==> src/rtl/dragonfang_pkg.sv <==
// Shared types and sizing for the dragonfang vector pipeline.
// Holds the write-back packet format and the register-file and queue dimensions.
package dragonfang_pkg;

    localparam int VREG_COUNT     = 32;
    localparam int VREG_TAG_WIDTH = $clog2(VREG_COUNT);
    localparam int WB_QUEUE_DEPTH = 4;
    localparam int WB_DATA_WIDTH  = 64;

    // Merged result leaving vector_write_back: destination vreg plus data
    typedef struct packed {
        logic [VREG_TAG_WIDTH-1:0] tag;
        logic [WB_DATA_WIDTH-1:0]  data;
    } data_packet_t;

endpackage

==> src/rtl/vector_fifo_core.sv <==
// Generic circular-buffer FIFO: storage, wrap-bit pointers, full/empty, count.
// Also exposes every slot and an occupancy mask so callers can scan live entries.
module vector_fifo_core #(
    parameter int WIDTH = 8,
    parameter int DEPTH = 4,
    localparam int AW   = $clog2(DEPTH)
) (
    input  logic                        clock,
    input  logic                        reset_n,
    input  logic                        push,
    input  logic                        pop,
    input  logic                        flush,
    input  logic [WIDTH-1:0]            write_data,
    output logic [WIDTH-1:0]            read_data,
    output logic [DEPTH-1:0][WIDTH-1:0] entries,
    output logic [DEPTH-1:0]            occupied,
    output logic                        empty,
    output logic                        full,
    output logic [AW:0]                 count
);

    logic [DEPTH-1:0][WIDTH-1:0] mem;
    logic [AW:0]                 wr_ptr;
    logic [AW:0]                 rd_ptr;

    // Pointer update; flush collapses the read pointer onto the write pointer and drops any push
    always_ff @(posedge clock or negedge reset_n) begin
        if (!reset_n) begin
            wr_ptr <= '0;
            rd_ptr <= '0;
        end else if (flush) begin
            rd_ptr <= wr_ptr;
        end else begin
            if (push) wr_ptr <= wr_ptr + 1'b1;
            if (pop)  rd_ptr <= rd_ptr + 1'b1;
        end
    end

    // Storage write; contents carry no reset since only occupied slots are ever observed
    always_ff @(posedge clock) begin
        if (push && !flush) mem[wr_ptr[AW-1:0]] <= write_data;
    end

    assign empty     = (wr_ptr == rd_ptr);
    assign full      = (wr_ptr[AW-1:0] == rd_ptr[AW-1:0]) && (wr_ptr[AW] != rd_ptr[AW]);
    assign count     = wr_ptr - rd_ptr;
    assign read_data = mem[rd_ptr[AW-1:0]];
    assign entries   = mem;

    // A slot is live when its distance from the head is below the occupancy count
    always_comb begin
        logic [AW-1:0] offset;
        offset   = '0;
        occupied = '0;
        for (int i = 0; i < DEPTH; i++) begin
            offset      = AW'(i) - rd_ptr[AW-1:0];
            occupied[i] = ({1'b0, offset} < count);
        end
    end

endmodule

==> src/rtl/vector_write_back_queue.sv <==
// In-order buffer between vector_write_back and the vector register file write port.
// Drains one packet per cycle under valid/ready and publishes a pending-destination mask.
// Optional zero-latency bypass when empty: define VECTOR_WRITE_BACK_QUEUE_BYPASS_EN.
module vector_write_back_queue
    import dragonfang_pkg::*;
#(
    parameter int DEPTH      = WB_QUEUE_DEPTH,
    parameter int VREG_COUNT = dragonfang_pkg::VREG_COUNT
) (
    input  logic                      clock,
    input  logic                      reset_n,
    input  logic                      flush,
    input  logic                      wb_valid,
    output logic                      wb_ready,
    input  data_packet_t              vd_write_back,
    output logic                      rf_write_enable,
    input  logic                      rf_write_ready,
    output logic [VREG_TAG_WIDTH-1:0] rf_write_address,
    output logic [63:0]               rf_write_data,
    output logic [VREG_COUNT-1:0]     busy_tags,
    output logic [$clog2(DEPTH):0]    pending_count
);

    localparam int PW = $bits(data_packet_t);

    logic                     fifo_push;
    logic                     fifo_pop;
    logic                     fifo_empty;
    logic                     fifo_full;
    logic                     bypass_show;
    logic                     bypass_take;
    logic [PW-1:0]            head_bits;
    logic [DEPTH-1:0][PW-1:0] entry_bits;
    logic [DEPTH-1:0]         occupied;
    data_packet_t             head;

    vector_fifo_core #(
        .WIDTH (PW),
        .DEPTH (DEPTH)
    ) u_fifo (
        .clock      (clock),
        .reset_n    (reset_n),
        .push       (fifo_push),
        .pop        (fifo_pop),
        .flush      (flush),
        .write_data (vd_write_back),
        .read_data  (head_bits),
        .entries    (entry_bits),
        .occupied   (occupied),
        .empty      (fifo_empty),
        .full       (fifo_full),
        .count      (pending_count)
    );

`ifdef VECTOR_WRITE_BACK_QUEUE_BYPASS_EN
    assign bypass_show = fifo_empty & wb_valid;
`else
    assign bypass_show = 1'b0;
`endif

    // A bypassed packet that the register file accepts immediately never enters storage
    assign bypass_take = bypass_show & rf_write_ready;

    assign head             = head_bits;
    assign wb_ready         = !fifo_full;
    assign fifo_push        = wb_valid & wb_ready & !bypass_take;
    assign fifo_pop         = !fifo_empty & rf_write_ready;
    assign rf_write_enable  = !fifo_empty | bypass_show;
    assign rf_write_address = bypass_show ? vd_write_back.tag  : head.tag;
    assign rf_write_data    = bypass_show ? vd_write_back.data : head.data;

    // Pending-destination mask: one-hot of every live entry's tag, plus a bypassing packet
    always_comb begin
        data_packet_t entry;
        entry     = '0;
        busy_tags = '0;
        for (int i = 0; i < DEPTH; i++) begin
            entry = entry_bits[i];
            if (occupied[i]) busy_tags = busy_tags | (VREG_COUNT'(1) << entry.tag);
        end
        if (bypass_show) busy_tags = busy_tags | (VREG_COUNT'(1) << vd_write_back.tag);
    end

endmodule

==> config.mk <==
export PLATFORM = sky130hd
export DESIGN_NAME = vector_write_back_queue
export DESIGN_NICKNAME = d
export VERILOG_FILES = /design/src/rtl/dragonfang_pkg.sv /design/src/rtl/vector_fifo_core.sv /design/src/rtl/vector_write_back_queue.sv
export SDC_FILE = /design/constraint.sdc
export NUM_CORES = 1
export LEC_CHECK = 0
export BUFFER_PORTS_ARGS = -buffer_cell sky130_fd_sc_hd__clkbuf_2
export CORE_MARGIN = 5
export CORE_UTILIZATION = 45
export DETAILED_ROUTE_END_ITERATION = 16
export HOLD_SLACK_MARGIN = 0.05
export PLACE_DENSITY = 0.73
export SETUP_SLACK_MARGIN = 0.5
export SLEW_MARGIN = 40
export SYNTH_ARGS = -nofsm -noshare
export SYNTH_HDL_FRONTEND = slang
export SYNTH_SLANG_ARGS = --single-unit
export TNS_END_PERCENT = 30
==> constraint.sdc <==
create_clock -name clock -period 4.4 [get_ports clock]
set_input_delay 0.66 -clock clock [delete_from_list [all_inputs] [get_ports clock]]
set_output_delay 0.66 -clock clock [all_outputs]
set_load 0.02 [all_outputs]
==> flow_summary.yaml <==
yosys:
  synth_cells: 613
  postSynthAreaPerCell_um2: 19.14
  synth_common_cells: "edfxtp_1 (276), mux4_2 (69), o211ai_1 (30)"
  syn-num-nets: 701
  ys.flop_type: "edfxtp_1"
  synth_compound_area_share_pct: 5.492
  synth_most_common_cell: "edfxtp_1"
  netlist.area_leader.share_pct: 70.63
  ys_seq_area_share_pct: 71.91
  ys_seq_elements: 282
  synth_top_area_cell: "edfxtp_1"
  synth_warnings: 0
  synth_top_family_by_area: "multiplexers"
  synthSimpleGateAreaFrac_pct: 5.577
  synth-xor-area-share_pct: 0.6078
  synthTopCellsByArea: "edfxtp_1 (71%), mux4_2 (13%), a32oi_1 (1.9%)"
  syn_area_um2: 11730
  synth_edf_count: 276
  synthMuxAreaShare_pct: 13.24
  yosys.area_share.adder_pct: 1.557
  ys_types: 40
  async_flop_share_pct: 2.128
timing:
  grt_setup_unrepaired: "yes"
  max_slew.worst_pin.slew_ns: 0.8210
  post-route-period-util_pct: 88.80
  setup_viol: 0
  fin_setup_tns_ns: 0
  finalCriticalPeriod_ns: 3.907
  skew_ns: 0.01042
  report.final.slew_viol_count: 0
  fmax_mhz: 255.9
  hold_viol: 0
  relSlewSlack_pct: 45.16
pwr:
  power_frac_comb_pct: 45.1
  p_per_area_nw_per_um2: 737.8
  p_sw_share_pct: 37.18
  peakVddDrop_uv: 532.1
  power_switching_mw: 3.906
  internal-power_mw: 6.600
  power.share.clock_pct: 22.3
  p_leak_nw: 4.891
  p_seq_share_pct: 32.7
grt:
  grt-busiest-layer: "met2"
  grt_use_met2_pct: 29.07
  grt_use_met1_pct: 23.53
  grt_usage_pct: 17.92
  use_met3_pct: 5.930
  grt_overflow: 0
  grt_max_degree: 53
  antenna_found_initial: 3
  grt_pass1_vias: 6989
  grt_pass1_wl_um: 41120
layout:
  drive_gt1_share_pct: 41.84
  nFillCells: 2042
  finalInstanceArea_um2: 14240
  final_net_count: 906
  area_delta_synth_final_pct: 21.35
  post-route-util_pct: 55.11
  n_antenna_cell: 0
clock_network:
  clockBufferDepth: 3
  cts_htree_levels: 1
  cts_sinks: 282
  path_clk_slew_ns: 0.07
  cts-buffers-inserted: 27
  cts_tree: "yes"
  root_buffer: "clkbuf_16"
  clk_latency_ns: 0.53
floorplan:
  core_um2: 25840
  io_pins: 180
  start_util_pct: 45.41
  die_area_um2: 29400
  dieHeight_um: 171.5
  die_x_um: 171.5
  num_rows: 59
run:
  drv_cap: 0
placement:
  io_buffers: 179
  detailed_place_hpwl_um: 17490
  gp_congestion: 0.9844
  placed_area_um2: 13070
route:
  ant_nets: 0
  first_pass_iters: 7
  routedWlPerCell_um: 23.08
  routed_via_density: 5.861
  vias: 6881
  initialDrtViolationCount: 1013
  wl_um: 27100
  drc: 0
setup_path:
  critPathRequiredTime_ns: 3.74
  r2r-start: "u_fifo.rd_ptr[0]"
  crit_fanout: 8
  cp-end-kind: "output port"
  start_kind: "register"
  rrSetupSlack_ns: 1.29
  reg2reg_depth: 6
  rr_endpoint: "u_fifo.entries[179]"
  cp.arrival_ns: 3.25
  crit_type: "register to output port"
min_path:
  worstHoldEndpoint: "u_fifo.entries[133]"
  hold_depth: 1
  min_from: "vd_write_back[64]"
  hold_path.class: "primary input to register"
run_status:
  status: "finished, final reports clean"
worst max-delay path, cell delays in order (launching register included):
cell and delay (ns):
dfrtp_1 0.40, inv_2 0.09, ha_4 0.15, inv_2 0.04, fa_2 0.60, inv_4 0.07
ha_4 0.23, nor2b_2 0.15, o21ai_2 0.18, buf_6 0.18, buf_6 0.12, a32oi_1 0.09
o211ai_1 0.20, buf_4 0.21
final cells by class:
class	instances	area [um2]	share of cell area, %
sequential	282	8446	59.31
multi-input combinational	289	3208	22.53
timing repair buffer	208	1221	8.576
clock buffer	32	694.4	4.877
tap	335	419.2	2.944
clock inverter	18	210.2	1.476
inverter	10	40.04	0.2812
routing by layer:
metal,up-vias,routed length [um],part of all wire (%)
met3,111,3043,11
li1,2975,-,-
met4,6,939,3.5
met1,3397,10370,38
met5,-,39,0.14
met2,392,12710,47
timing repair:
action / 4_1_cts / 5_1_grt
hold buffers: 1 / 0
cloned: 1 / 1
setup endpoints to repair: 32 / 32
pin swaps: 7 / 12
endpoints found under the hold margin: 6 / 0
gates resized for setup: 16 / 31
buffers inserted: 8 / 5
sequential cells by signal (all words and copies together) (netlist names):
| name | count |
|---|---|
| u_fifo.entries | 276 |
| u_fifo.rd_ptr | 3 |
| u_fifo.wr_ptr | 3 |
layout by cell type (no fill, tap or decap), types with 5 or more instances in the layout:
cell and instances:
a22oi_1 6, nor3b_1 7, or3b_2 5, clkbuf_2 168, clkinv_1 7, buf_12 5, buf_4 22, clkbuf_16 27
nor2b_1 8, bufinv_16 5, buf_6 6, nor3_1 6, o211ai_1 30, edfxtp_1 276, nand2_1 21, a32oi_1 26
clkbuf_1 5, ha_1 9, mux4_2 69, nand3_1 24, inv_1 7, nor2_1 17, nand3b_1 9, clkinv_2 5
nand2_2 5
power groups by stage:
stage	sequential [mW]	clock, mW	combinational (mW)
floorplan	3.45	0	2.89
global placement	3.47	0	4.08
detailed placement	3.49	0	4.05
CTS	3.43	2.39	4.37
global route	3.46	2.50	5.04
finish	3.43	2.34	4.73
cell families (layout without fill, tap and decap cells):
| group | Yosys count | count (layout) |
|---|---|---|
| flip-flops | 282 | 282 |
| AND/OR/NAND/NOR | 121 | 121 |
| adder cells (fa/ha/maj) | 14 | 14 |
| AO/OA/AOI/OAI | 79 | 79 |
| buffers and inverters | 42 | 268 |
| XOR/XNOR | 6 | 6 |
| multiplexers | 69 | 69 |
per-stage QoR:
step,hold slack [ns],setup WS (ns),std cells,total power [mW]
2_1_floorplan,0.3644,0.4488,613,6.332
3_3_place_gp,0.5024,0.7985,1108,7.543
4_1_cts,0.3294,0.5049,1168,10.19
5_1_grt,0.3318,0.4408,1174,11.00
3_5_place_dp,0.4986,0.7195,1108,7.535
6_report,0.3486,0.4926,1174,10.51
how the worst max path moves through the flow:
stage               depth (start not counted)        startpoint  slack, ns                  end
finish                                     13  u_fifo.wr_ptr[0]       0.49         busy_tags[0]
global route                               13  u_fifo.wr_ptr[0]       0.44         busy_tags[0]
CTS                                        10  u_fifo.rd_ptr[0]       0.50         busy_tags[1]
detailed placement                         11  u_fifo.wr_ptr[0]       0.72        busy_tags[27]
global placement                           11  u_fifo.wr_ptr[0]       0.80        busy_tags[23]
floorplan                                   6  u_fifo.rd_ptr[1]       0.45  u_fifo.entries[100]
Power figures use the tool's default switching activity.
